File: config.mk
export PLATFORM = sky130hd
export DESIGN_NAME = decode_stage
export DESIGN_NICKNAME = d
export VERILOG_FILES = /design/src/rtl/decode_stage.sv
export SDC_FILE = /design/constraint.sdc
export NUM_CORES = 1
export LEC_CHECK = 0
export ABC_AREA = 1
export CAP_MARGIN = 15
export CORE_MARGIN = 2
export CORE_UTILIZATION = 34
export DETAILED_ROUTE_END_ITERATION = 16
export HOLD_SLACK_MARGIN = 0.02
export MAX_ROUTING_LAYER = met4
export RECOVER_POWER = 100
export SLEW_MARGIN = 15
export SYNTH_ARGS = -nofsm -noshare
export SYNTH_HDL_FRONTEND = slang
export SYNTH_SLANG_ARGS = --single-unit
File: constraint.sdc
create_clock -name clk -period 4.14 [get_ports clk]
set_clock_uncertainty 0.15 [all_clocks]
set_input_delay 1.035 -clock clk [delete_from_list [all_inputs] [get_ports clk]]
set_output_delay 1.035 -clock clk [all_outputs]
set_load 0.005 [all_outputs]
File: src/rtl/decode_stage.sv
// Registered, handshaked RV32I decode stage with load-use hazard detection and stall counting.
// Optional M-extension decode is enabled by defining DECODE_MEXT_EN.
module decode_stage #(
  parameter int unsigned XLEN  = 32,
  parameter int unsigned CNT_W = 32
) (
  input  logic             clk,
  input  logic             rst,
  input  logic             in_valid,
  output logic             in_ready,
  input  logic [31:0]      in_inst,
  input  logic [XLEN-1:0]  in_pc,
  input  logic             flush,
  input  logic             hz_load_valid,
  input  logic [4:0]       hz_load_rd,
  output logic             out_valid,
  input  logic             out_ready,
  output logic [XLEN-1:0]  out_pc,
  output logic [4:0]       out_rd,
  output logic [4:0]       out_rs1,
  output logic [4:0]       out_rs2,
  output logic [2:0]       out_funct3,
  output logic [XLEN-1:0]  out_imm,
  output logic [3:0]       out_alu_op,
  output logic             out_s_pc,
  output logic             out_s_imm,
  output logic             out_s_jalr,
  output logic             out_s_jump,
  output logic             out_s_branch,
  output logic             out_s_branch_zero,
  output logic             out_s_load,
  output logic             out_s_store,
  output logic             out_s_muldiv,
  output logic [2:0]       out_md_op,
  output logic             out_illegal,
  output logic [CNT_W-1:0] stall_cnt
);

  typedef enum logic [3:0] {
    ALU_ADD = 4'd0, ALU_SUB = 4'd1, ALU_SLL = 4'd2, ALU_CMP = 4'd3, ALU_UCMP = 4'd4,
    ALU_XOR = 4'd5, ALU_SRL = 4'd6, ALU_SRA = 4'd7, ALU_OR = 4'd8, ALU_AND = 4'd9
  } alu_op_e;

  typedef enum logic [6:0] {
    OPC_LUI    = 7'b0110111, OPC_AUIPC  = 7'b0010111, OPC_JAL    = 7'b1101111,
    OPC_JALR   = 7'b1100111, OPC_BRANCH = 7'b1100011, OPC_LOAD   = 7'b0000011,
    OPC_STORE  = 7'b0100011, OPC_OP_IMM = 7'b0010011, OPC_OP     = 7'b0110011,
    OPC_MISC   = 7'b0001111, OPC_SYSTEM = 7'b1110011
  } opcode_e;

  typedef struct packed {
    alu_op_e    alu_op;
    logic       s_pc, s_imm, s_jalr, s_jump, s_branch, s_branch_zero, s_load, s_store;
    logic       s_muldiv;
    logic [2:0] md_op;
  } ctrl_t;

  typedef struct packed {
    logic [XLEN-1:0] pc;
    logic [4:0]      rd, rs1, rs2;
    logic [2:0]      funct3;
    logic [XLEN-1:0] imm;
    ctrl_t           ctrl;
    logic            illegal;
  } bundle_t;

  function automatic alu_op_e alu_sel(input logic [2:0] f3, input logic alt);
    case (f3)
      3'b000:  return alt ? ALU_SUB : ALU_ADD;
      3'b001:  return ALU_SLL;
      3'b010:  return ALU_CMP;
      3'b011:  return ALU_UCMP;
      3'b100:  return ALU_XOR;
      3'b101:  return alt ? ALU_SRA : ALU_SRL;
      3'b110:  return ALU_OR;
      default: return ALU_AND;
    endcase
  endfunction

  bundle_t     d, q;
  logic        valid, bad, hz;
  logic [31:0] imm_raw;
  logic [2:0]  f3;
  logic [6:0]  f7;

  assign f3 = in_inst[14:12];
  assign f7 = in_inst[31:25];

  always_comb begin
    d            = '0;
    d.pc         = in_pc;
    d.funct3     = f3;
    d.ctrl       = '0;
    d.ctrl.alu_op = ALU_ADD;
    imm_raw      = '0;
    bad          = 1'b0;
    case (in_inst[6:0])
      OPC_LUI: begin
        d.rd = in_inst[11:7]; imm_raw = {in_inst[31:12], 12'b0}; d.ctrl.s_imm = 1'b1;
      end
      OPC_AUIPC: begin
        d.rd = in_inst[11:7]; imm_raw = {in_inst[31:12], 12'b0};
        d.ctrl.s_pc = 1'b1; d.ctrl.s_imm = 1'b1;
      end
      OPC_JAL: begin
        d.rd = in_inst[11:7];
        imm_raw = {{12{in_inst[31]}}, in_inst[19:12], in_inst[20], in_inst[30:21], 1'b0};
        d.ctrl.s_pc = 1'b1; d.ctrl.s_imm = 1'b1; d.ctrl.s_jump = 1'b1;
      end
      OPC_JALR: begin
        d.rd = in_inst[11:7]; d.rs1 = in_inst[19:15];
        imm_raw = {{20{in_inst[31]}}, in_inst[31:20]};
        d.ctrl.s_imm = 1'b1; d.ctrl.s_jalr = 1'b1; d.ctrl.s_jump = 1'b1;
        bad = (f3 != 3'b000);
      end
      OPC_BRANCH: begin
        d.rs1 = in_inst[19:15]; d.rs2 = in_inst[24:20];
        imm_raw = {{20{in_inst[31]}}, in_inst[7], in_inst[30:25], in_inst[11:8], 1'b0};
        d.ctrl.s_branch = 1'b1;
        // Taken-on-zero for BEQ/BGE/BGEU: XOR/compare result of zero means the condition holds.
        d.ctrl.s_branch_zero = f3[0] ^ ~f3[2];
        case (f3[2:1])
          2'b00:   d.ctrl.alu_op = ALU_XOR;
          2'b10:   d.ctrl.alu_op = ALU_CMP;
          2'b11:   d.ctrl.alu_op = ALU_UCMP;
          default: bad = 1'b1;
        endcase
      end
      OPC_LOAD: begin
        d.rd = in_inst[11:7]; d.rs1 = in_inst[19:15];
        imm_raw = {{20{in_inst[31]}}, in_inst[31:20]};
        d.ctrl.s_imm = 1'b1; d.ctrl.s_load = 1'b1;
        bad = (f3 == 3'b011) || (f3 == 3'b110) || (f3 == 3'b111);
      end
      OPC_STORE: begin
        d.rs1 = in_inst[19:15]; d.rs2 = in_inst[24:20];
        imm_raw = {{20{in_inst[31]}}, in_inst[31:25], in_inst[11:7]};
        d.ctrl.s_imm = 1'b1; d.ctrl.s_store = 1'b1;
        bad = (f3 > 3'b010);
      end
      OPC_OP_IMM: begin
        d.rd = in_inst[11:7]; d.rs1 = in_inst[19:15];
        imm_raw = {{20{in_inst[31]}}, in_inst[31:20]};
        d.ctrl.s_imm = 1'b1;
        d.ctrl.alu_op = alu_sel(f3, (f3 == 3'b101) && in_inst[30]);
        if (f3 == 3'b001) bad = (f7 != 7'b0000000);
        if (f3 == 3'b101) bad = (f7 != 7'b0000000) && (f7 != 7'b0100000);
      end
      OPC_OP: begin
        d.rd = in_inst[11:7]; d.rs1 = in_inst[19:15]; d.rs2 = in_inst[24:20];
        d.ctrl.alu_op = alu_sel(f3, in_inst[30]);
`ifdef DECODE_MEXT_EN
        if (f7 == 7'b0000001) begin
          d.ctrl.alu_op   = ALU_ADD;
          d.ctrl.s_muldiv = 1'b1;
          d.ctrl.md_op    = f3;
        end else
`endif
        if (f7 == 7'b0100000) bad = (f3 != 3'b000) && (f3 != 3'b101);
        else                  bad = (f7 != 7'b0000000);
      end
      OPC_MISC, OPC_SYSTEM: begin
        d.rd = in_inst[11:7]; d.rs1 = in_inst[19:15];
        imm_raw = {{20{in_inst[31]}}, in_inst[31:20]};
      end
      default: bad = 1'b1;
    endcase
    if (in_inst[1:0] != 2'b11) bad = 1'b1;
    d.imm = XLEN'($signed(imm_raw));
    if (bad) d.ctrl = '0;
    d.illegal = bad;
  end

  assign hz = hz_load_valid && (hz_load_rd != 5'd0) &&
              ((hz_load_rd == d.rs1) || (hz_load_rd == d.rs2));
  assign in_ready = !rst && !hz && (!valid || out_ready);

  always_ff @(posedge clk) begin
    if (rst) begin
      q         <= '0;
      valid     <= 1'b0;
      stall_cnt <= '0;
    end else begin
      if (flush) begin
        valid <= 1'b0;
      end else if (in_valid && in_ready) begin
        q     <= d;
        valid <= 1'b1;
      end else if (out_ready || !valid) begin
        valid <= 1'b0;
      end
      if (!flush && in_valid && hz) stall_cnt <= stall_cnt + CNT_W'(1);
    end
  end

  assign out_valid         = valid;
  assign out_pc            = q.pc;
  assign out_rd            = q.rd;
  assign out_rs1           = q.rs1;
  assign out_rs2           = q.rs2;
  assign out_funct3        = q.funct3;
  assign out_imm           = q.imm;
  assign out_alu_op        = q.ctrl.alu_op;
  assign out_s_pc          = q.ctrl.s_pc;
  assign out_s_imm         = q.ctrl.s_imm;
  assign out_s_jalr        = q.ctrl.s_jalr;
  assign out_s_jump        = q.ctrl.s_jump;
  assign out_s_branch      = q.ctrl.s_branch;
  assign out_s_branch_zero = q.ctrl.s_branch_zero;
  assign out_s_load        = q.ctrl.s_load;
  assign out_s_store       = q.ctrl.s_store;
  assign out_s_muldiv      = q.ctrl.s_muldiv;
  assign out_md_op         = q.ctrl.md_op;
  assign out_illegal       = q.illegal;

endmodule

* After elaboration in Yosys (flattened, before gate mapping)
Cells that the tools add are included.
** Cells by class
- Add/subtract/negate cells :: 1
- $lt $le $gt $ge :: 1
- Equal/unequal tests :: 26
- Mux-type cells :: 28
- Bitwise operators :: 3
- Reduce and logical (&&, ||, !) cells :: 36
** Operators with widths (count)
- $pmux W32 S5 :: 1
- $pmux W4 S7 :: 2
- $add A32 B1 Y32 const B :: 1
- $eq A7 B6 Y1 const B :: 4
- $eq A7 B7 Y1 const B :: 4
- $mux W1 :: 17
- $mux W16 :: 1
- $mux W5 :: 3
- $eq A7 B5 Y1 const B :: 2
- $eq A3 B3 Y1 const B :: 4
- $pmux W4 S3 :: 1
- $eq A5 B5 Y1 :: 2
- $logic_and A1 B1 Y1 :: 10
- $reduce_or A5 Y1 :: 2
- $pmux W3 S3 :: 1
- $reduce_or A9 Y1 :: 1
- $reduce_or A2 Y1 :: 4
- $reduce_or A8 Y1 :: 1
- $eq A7 B2 Y1 const B :: 1
- $eq A7 B4 Y1 const B :: 1
- $ne A7 B6 Y1 const B :: 1
- $pmux W1 S7 :: 1
- $reduce_bool A7 Y1 :: 1
- $reduce_or A7 Y1 :: 1
- other kinds (18) :: 28
** Storage, ports and cells
- Bits in registers :: 132
- Input port bits :: 75
- Output and inout bits :: 133
- Logic and storage cells :: 115

* Logic depth before layout (Yosys ltp)
Gate-level depths: netlist of the first run.
- Word-level depth :: 11
- Gate-level depth with buffers :: 18

* Worst setup path before layout of the first run
OpenSTA, ideal clock, no wires.
- Path type :: input-to-output
- From :: input port in_inst[1]
- To :: output port in_ready
- Arrival time :: 2281 ps
- Required time :: 2955 ps
- Path slack :: 674 ps
- Stages :: 12
- Path buffers :: 0
- Path through :: nand2_1 -> inv_1 -> nand3_1 -> a21oi_2 -> inv_2 -> nor2_1 -> nand2_1 -> nand2_1 -> a21oi_1 -> nand3_1 -> nand2_2 -> a21boi_0
** Between the ends
- Longest elaborated chain between the ends :: 9
- Elaborated cells on any way between the ends :: 19
- Those cells by class :: eq/ne (10); mux (2); reduce/logical (7)
** Ends and longest elaborated chain
- start, declared :: line 11 : input logic [31:0] in_inst,
- $eq A7 B4 Y1 (tied with other cells) :: line 97 : case (in_inst[6:0])
- $reduce_or A8 Y1 (no source line) / $reduce_or A3 Y1 (equally long branches)
- $mux W5 :: line 97
- $eq A5 B5 Y1 :: line 175 : ((hz_load_rd == d.rs1) || (hz_load_rd == d.rs2));
- $logic_or A1 B1 Y1 * :: line 175
- $logic_and A1 B1 Y1 * :: line 174 : assign hz = hz_load_valid && (hz_load_rd != 5'd0) &&
- $logic_not A1 Y1 * :: line 176 : assign in_ready = !rst && !hz && (!valid || out_ready);
- $logic_and A1 B1 Y1 * (2 in a row) :: line 176
- end, declared :: line 10 : output logic in_ready,
Every way passes the cells marked *; elsewhere a longest branch is shown, timed or not.

* Worst setup path after layout of the first run
- From :: input port in_inst[3]
- To :: output port in_ready
The elaborated chain is that of the path after synthesis.

==> metrics.log, run 1 <==
INFO  metric via_count_of_the_first_global_routing_pass = 7297
INFO  metric timing.final.crit_share = 97.0%
INFO  metric dr.first_iter.drc_count = 554
INFO  metric layout_cell_share_with_drive_strength_beyond_1 = 8.63%
INFO  metric timing.hold.worst.class = reg2reg
INFO  metric avgViaCountPerCell = 4.70
INFO  metric boundaryPins = 208
INFO  metric htreeDepth = 4
INFO  metric met3WireLength = 1570 um
INFO  metric gr-total-overflow = 0
INFO  metric cellLeakagePower = 5.16 nW
INFO  metric synth_top_area_share = 35.1%
INFO  metric floorplan.core_area = 21100 um^2
INFO  metric cts-root-to-sink-buffers = 2
INFO  metric hpwl = 17400 um
INFO  metric cell_occurring_most_often_along_the_worst_timing_path = sky130_fd_sc_hd__nand2_1
INFO  metric grt_pass1_wl = 38900 um
INFO  metric worst_r2r_startpoint = stall_cnt[1]$_SDFFE_PP0P_
INFO  metric die_h = 151 um
INFO  metric critical_path_class = in2out
INFO  metric post_drt_wl_per_cell = 14.5 um
INFO  metric netlist_area = 7310 um^2
INFO  metric met2WireLength = 10700 um
INFO  metric layout.cell_area.non_filler = 10600 um^2
INFO  metric grt_start_max_net_pins = 66
INFO  metric tritoncts_clock_tree = done
INFO  metric drc_errors = 0
INFO  metric postLayoutCoreUtil = 50.1%
INFO  metric clock_insertion_delay_worst_skew = 0.42 ns
INFO  metric crit_required = 2.95 ns
INFO  metric max_slew.worst_pin.slew = 0.933 ns
INFO  metric run_status = complete, no violations
INFO  metric worstPathMaxFanout = 5
INFO  metric num_rows = 53
INFO  metric buffers_plus_inverters_on_the_worst_setup_path = 4
INFO  metric fp.dieW = 151 um
INFO  metric detail_route.wirelength = 24600 um
INFO  metric global_route.usage.total = 22.2%
INFO  metric synth_edf_count = 0
INFO  metric synth_cells = 1190
INFO  metric maxCapViolations = 0
INFO  metric synth-seq-cells = 128
INFO  metric highest_cell_delay_on_the_worst_timing_path = 0.44 ns
INFO  metric routedLengthMet1 = 11800 um
INFO  metric postSynthAreaPerCell = 6.14 um^2
INFO  metric antenna_found_initial = 1
INFO  metric top_signal_layer_used = met4
INFO  metric seq_area_frac_synth = 35.1%
INFO  metric placement.setup.worst_slack = -0.510 ns
INFO  metric ys_warn_count = 0
INFO  metric die-area = 22700 um^2
INFO  metric post-place-cells = 1651
INFO  metric finalWeightedCongestion = 0.899
INFO  metric fillerInstances = 2184
INFO  metric slew_headroom = 37.8%
INFO  metric hold_start = stall_cnt[31]$_SDFFE_PP0P_
INFO  metric irDropWorstVdd = 0.290 mV
INFO  metric post_synth_main_area_contributors = sky130_fd_sc_hd__dfxtp_1, sky130_fd_sc_hd__nand2_1, sky130_fd_sc_hd__nor2_1
INFO  metric finalSetupViolations = 0
INFO  metric fin_nets = 1482
INFO  metric placedInstanceArea = 9800 um^2
INFO  metric placement.io_buffers = 203
INFO  metric yosys.area.top_type = sky130_fd_sc_hd__dfxtp_1
INFO  metric clock_sinks = 128
INFO  metric yosysUniqueCellTypes = 38
INFO  metric synth-main-ff-cell = sky130_fd_sc_hd__dfxtp_1
INFO  metric critPathCaptureType = output pin
INFO  metric cts.clk_slew.worst_paths = 0.06 ns
INFO  metric floorplan.initialDensity = 34.6%
INFO  metric power_density_over_cell_area = 317 nW/um^2
INFO  metric drt-pass1-iter-count = 6
INFO  metric setup.worst_path.start = in_inst[3]
INFO  metric max_freq = 249 MHz
INFO  metric master_cell_of_the_clock_root_buffer = sky130_fd_sc_hd__clkbuf_16
INFO  metric layout_overhead_on_the_synthesized_area = 44.6%
INFO  metric number_of_endpoints_with_negative_hold_slack_in_the_final_report = 0
INFO  metric cp_cell_sequence = clkdlybuf4s50_1 > inv_2 > nand2_2 > nor2_4 > o21ai_4 > buf_12 > nand4_4 > nand2_1 > nand2_1 > nand2_1 > nor2_1 > nand3_1 > nand2_2 > a21boi_4 > buf_2
INFO  metric final_worst_setup_slack = 0.124 ns
INFO  metric most-common-layout-cells = sky130_fd_sc_hd__nand2_1, sky130_fd_sc_hd__nor2_1, sky130_fd_sc_hd__inv_1
INFO  metric critical_path.top_delay_family = simple AND/OR/NAND/NOR gates
INFO  metric number_of_routed_nets_with_antenna_violations = 0
INFO  metric startpoint_type = primary input
INFO  metric finalNonFillerCells = 1690
INFO  metric slew_viol_final = 0
INFO  metric cts_inserted_buffers = 17
INFO  metric layout_commonest_cell = sky130_fd_sc_hd__nand2_1
INFO  metric cp_data_arrival_time = 2.83 ns
INFO  metric cp_slowest_cell = sky130_fd_sc_hd__clkdlybuf4s50_1
INFO  metric synth-async-reset-ratio = 0%
INFO  metric vias = 7935
INFO  metric final.min_clock_period = 4.02 ns
-- cells by family (layout without fill, tap and decap cells) --
group,after synthesis,count (layout),synth area share (%)
AND/OR/NAND/NOR,706,707,41.2
adder cells (fa/ha/maj),6,6,1.03
buffers and inverters,249,469,13.8
other,1,5,0.0513
XOR/XNOR,31,31,3.72
flip-flops,128,128,35.1
AO/OA/AOI/OAI,69,69,5.17
-- registers in the layout, summed over array words and instances, names as in the netlist --
signal,flops
out_imm,32
out_pc,32
stall_cnt,32
out_rd,5
out_rs1,5
out_rs2,5
out_alu_op,4
out_funct3,3
out_illegal,1
out_s_branch,1
out_s_branch_zero,1
out_s_imm,1
out_s_jalr,1
out_s_jump,1
out_s_load,1
out_s_pc,1
out_s_store,1
out_valid,1
-- Yosys cell counts (2+ instances only) --
master,count
sky130_fd_sc_hd__a21oi_1,46
sky130_fd_sc_hd__a22oi_1,5
sky130_fd_sc_hd__buf_1,3
sky130_fd_sc_hd__buf_2,9
sky130_fd_sc_hd__buf_4,4
sky130_fd_sc_hd__buf_6,6
sky130_fd_sc_hd__clkbuf_1,44
sky130_fd_sc_hd__dfxtp_1,128
sky130_fd_sc_hd__ha_1,6
sky130_fd_sc_hd__inv_1,176
sky130_fd_sc_hd__inv_2,6
sky130_fd_sc_hd__nand2_1,338
sky130_fd_sc_hd__nand2_2,2
sky130_fd_sc_hd__nand3_1,23
sky130_fd_sc_hd__nand4_1,94
sky130_fd_sc_hd__nor2_1,213
sky130_fd_sc_hd__nor2_2,2
sky130_fd_sc_hd__nor3_1,20
sky130_fd_sc_hd__nor4_1,8
sky130_fd_sc_hd__o21ai_0,8
sky130_fd_sc_hd__o21ai_1,2
sky130_fd_sc_hd__o22ai_1,2
sky130_fd_sc_hd__xnor2_1,6
sky130_fd_sc_hd__xor2_1,25
-- cell type report --
cell class	count	area (um^2)	area share (%)
sequential	128	2560	24.2
multi-input combinational	817	3890	36.8
clock buffer	18	439	4.16
clock inverter	14	180	1.70
antenna	1	2.50	0.0237
tap	275	344	3.26
timing repair buffer	254	2460	23.3
inverter	183	688	6.51
-- final timing paths --
kind / to / slack [ns] / cells past startpoint
setup reg to reg: stall_cnt[24]$_SDFFE_PP0P_ / 1.64 / 10
setup / recovery: in_ready / 0.12 / 15
hold / removal: stall_cnt[31]$_SDFFE_PP0P_ / 0.34 / 2
hold reg to reg: stall_cnt[31]$_SDFFE_PP0P_ / 0.34 / 2
-- stage by stage --
stage / hold WS, ns / setup TNS [ns] / total power [mW]
floorplan: 0.317 / 0 / 1.56
global placement: 0.332 / -0.434 / 1.81
detailed placement: 0.337 / -0.510 / 1.81
CTS: 0.346 / 0 / 3.40
global route: 0.377 / -0.00832 / 3.49
finish: 0.340 / 0 / 3.35
-- routing by layer --
metal,vias up,GRT usage (%)
met5,-,-
met4,0,6.59
met3,36,3.64
met2,295,33.6
met1,3477,30.5
li1,4127,-
-- where the power goes --
group | switching, mW | internal [mW] | total (mW)
clock | 0.610 | 0.971 | 1.58
sequential | 0.0228 | 1.28 | 1.30
combinational | 0.253 | 0.218 | 0.471
-- worst min-delay path: cells and delay by family (launching register included) --
| kind | cells | cell delay, ns |
|---|---|---|
| AOI/OAI and AO/OA | 1 | 0.05 |
| and+or+nand+nor | 1 | 0.07 |
| DFF | 1 | 0.33 |
-- what timing repair did --
action | CTS | global route
setup buffers | 4 | 2
resized for setup | 26 | 16
hold buffers | 0 | 0
endpoints found under the setup margin | 1 | 1
pin swaps | 7 | 7
gates cloned | 1 | 0
Power figures use the tool's default switching activity.
==> run 2: changes to the inputs <==
--- a/config.mk
+++ b/config.mk
@@ -7,6 +7,7 @@
 export LEC_CHECK = 0
 export ABC_AREA = 1
 export CAP_MARGIN = 15
+export CORE_ASPECT_RATIO = 0.9
 export CORE_MARGIN = 2
 export CORE_UTILIZATION = 34
 export DETAILED_ROUTE_END_ITERATION = 16
==> run 2 against run 1 <==
- cell count up 1.4%
- design area up 0.43%
- worst hold slack better by 0.012 ns
- clock-buffer cell count unchanged
- core utilization up 0.53 points
- die area about the same
- clock power down 8%
- non-clock buffer count up 10
- total power down 3.7%
- register-to-register slack worse by 0.07 ns
- maximum frequency up 0.90%
- highest routed layer unchanged
==> metrics.log, run 2 (synthesis results as in run 1) <==
INFO  metric grt_pass1_wl = 39700 um
INFO  metric detail_route.wirelength = 25400 um
INFO  metric finalSetupViolations = 0
INFO  metric post_drt_wl_per_cell = 14.9 um
INFO  metric clock_sinks = 128
INFO  metric critical_path_class = in2out
INFO  metric crit_required = 2.95 ns
INFO  metric global_route.usage.total = 23.2%
INFO  metric worst_r2r_path_depth = 10
INFO  metric tritoncts_clock_tree = done
INFO  metric drt-pass1-iter-count = 5
INFO  metric layout_overhead_on_the_synthesized_area = 45.3%
INFO  metric cp_data_arrival_time = 2.79 ns
INFO  metric worstPathMaxFanout = 5
INFO  metric antenna_found_initial = 3
INFO  metric cp_slowest_cell = sky130_fd_sc_hd__clkdlybuf4s15_1
INFO  metric drc_errors = 0
INFO  metric finalSetupTns = 0 ns
INFO  metric die-area = 22700 um^2
INFO  metric irDropWorstVdd = 0.235 mV
INFO  metric cts-root-to-sink-buffers = 2
INFO  metric maxCapViolations = 0
INFO  metric hold_path_depth = 2
INFO  metric via_count_of_the_first_global_routing_pass = 7240
INFO  metric quantity_of_hold_fixing_buffers_added_after_cts = 0
INFO  metric max_slew.worst_pin.slew = 1.09 ns
INFO  metric avgViaCountPerCell = 4.68
INFO  metric layout_cell_share_with_drive_strength_beyond_1 = 9.41%
INFO  metric htreeDepth = 4
INFO  metric final.min_clock_period = 3.98 ns
INFO  metric total_power = 3.23 mW
INFO  metric cellLeakagePower = 5.20 nW
INFO  metric fp.dieW = 159 um
INFO  metric die_h = 143 um
INFO  metric cts_inserted_buffers = 17
INFO  metric final_worst_setup_slack = 0.160 ns
INFO  metric critical_path.top_delay_family = buffers and inverters
INFO  metric cp.depth = 15
INFO  metric placement.setup.worst_slack = -0.447 ns
INFO  metric hpwl = 18200 um
INFO  metric setup.worst_path.end = in_ready
INFO  metric finalWeightedCongestion = 0.948
INFO  metric floorplan.initialDensity = 34.9%
INFO  metric vias = 8014
INFO  metric crit-reg2reg-capture = stall_cnt[24]$_SDFFE_PP0P_
INFO  metric postLayoutCoreUtil = 50.6%
INFO  metric critPathCaptureType = output pin
INFO  metric master_cell_of_the_clock_root_buffer = sky130_fd_sc_hd__clkbuf_16
INFO  metric timing.final.crit_share = 96.1%
INFO  metric buffers_plus_inverters_on_the_worst_setup_path = 6
INFO  metric setup.worst_path.start = in_inst[4]
INFO  metric dr.first_iter.drc_count = 610
INFO  metric rsz0062_at_grt = false
INFO  metric hold_start = stall_cnt[31]$_SDFFE_PP0P_
INFO  metric fin_nets = 1492
INFO  metric slew_headroom = 27.2%
INFO  metric run_status = complete, no violations
INFO  metric startpoint_type = primary input
INFO  metric max_freq = 251 MHz
INFO  metric slew_viol_final = 0
INFO  metric clock_insertion_delay_worst_skew = 0.42 ns
INFO  metric boundaryPins = 208
INFO  metric timing.hold.worst.class = reg2reg
INFO  metric power_density_over_cell_area = 304 nW/um^2
INFO  metric number_of_endpoints_with_negative_hold_slack_in_the_final_report = 0
INFO  metric floorplan.core_area = 21000 um^2
INFO  metric cp_cell_sequence = clkdlybuf4s15_1 > inv_2 > nand2_2 > inv_2 > o21ai_4 > buf_12 > nand4_4 > nand3_1 > nand2_1 > nor2_1 > nand3_1 > nand2_2 > a21boi_1 > buf_4 > buf_2
INFO  metric cts.clk_slew.worst_paths = 0.06 ns
INFO  metric number_of_routed_nets_with_antenna_violations = 0
INFO  metric gr-total-overflow = 0
INFO  metric highest_cell_delay_on_the_worst_timing_path = 0.28 ns
INFO  metric placement.io_buffers = 203
INFO  metric grt_start_max_net_pins = 66
INFO  metric layout_commonest_cell = sky130_fd_sc_hd__nand2_1
INFO  metric worst_r2r_startpoint = stall_cnt[0]$_SDFFE_PP0P_
INFO  metric num_rows = 50
INFO  metric most-common-layout-cells = sky130_fd_sc_hd__nand2_1, sky130_fd_sc_hd__nor2_1, sky130_fd_sc_hd__inv_1
INFO  metric regToRegSetupSlack = 1.57 ns
-- run 2: cell count changes in the layout (fill, tap and decap cells not counted), sizes merged --
cell           before  now
clkdlybuf4s50      67   66
clkdlybuf4s15       0    1
buf                50   61
clkinv              5    2
inv               184  190
dlymetal6s2s        3    2
dlygate4sd2         3    4
diode               1    3
bufinv              3    0
clkbuf             21   20
-- run 2: per-stage QoR --
step	hold slack [ns]	instance area, um^2	instances
floorplan	0.317	7320	1193
global placement	0.330	9860	1671
detailed placement	0.338	9860	1671
CTS	0.350	10600	1708
global route	0.362	10600	1713
finish	0.352	10600	1713
-- run 2: cell type report --
type / count / area, um^2
Antenna cell: 3 / 7.51
Clock buffer: 18 / 439
Clock inverter: 14 / 121
Fill cell: 2149 / 10300
Inverter: 183 / 692
Multi-Input combinational cell: 817 / 3920
Sequential cell: 128 / 2560
Tap cell: 286 / 358
Timing Repair Buffer: 264 / 2510
-- run 2: worst min path at each step --
stage	slack, ns	to
global placement	0.33	stall_cnt[31]$_SDFFE_PP0P_
CTS	0.35	stall_cnt[31]$_SDFFE_PP0P_
finish	0.35	stall_cnt[31]$_SDFFE_PP0P_
floorplan	0.32	out_valid$_SDFFE_PP0P_
detailed placement	0.34	stall_cnt[31]$_SDFFE_PP0P_
global route	0.36	stall_cnt[31]$_SDFFE_PP0P_
-- run 2: what timing repair did --
| action | 4_1_cts | 5_1_grt |
|---|---|---|
| resized for setup | 41 | 10 |
| buffers inserted | 4 | 2 |
| cloned | 1 | 0 |
| endpoints found under the setup margin | 1 | 1 |
| pin swaps | 14 | 9 |
-- run 2: where the power goes --
part / switching, mW / internal [mW]
combinational: 0.259 / 0.221
clock: 0.648 / 0.801
sequential: 0.0216 / 1.28
total: 0.928 / 2.30
-- run 2: per-layer routing --
layer	wire length, um	up-vias	global-route usage, %
li1	-	4144	-
met2	10900	238	34.3
met5	0	-	-
met4	449	0	5.74
met1	12600	3608	32.6
met3	1570	24	4.34
-- run 2: worst min-delay path, stage by stage, from the launching register on --
cell,delay (ns)
sky130_fd_sc_hd__dfxtp_1,0.33
sky130_fd_sc_hd__nand2_1,0.07
sky130_fd_sc_hd__a21oi_1,0.06
==> run 3: changes to the inputs <==
--- a/config.mk
+++ b/config.mk
@@ -14,7 +14,6 @@
 export HOLD_SLACK_MARGIN = 0.02
 export MAX_ROUTING_LAYER = met4
 export RECOVER_POWER = 100
-export SLEW_MARGIN = 15
 export SYNTH_ARGS = -nofsm -noshare
 export SYNTH_HDL_FRONTEND = slang
 export SYNTH_SLANG_ARGS = --single-unit
==> results of run 3 <==
Same layout as run 2: the final DEF is identical, and so are final timing and power.
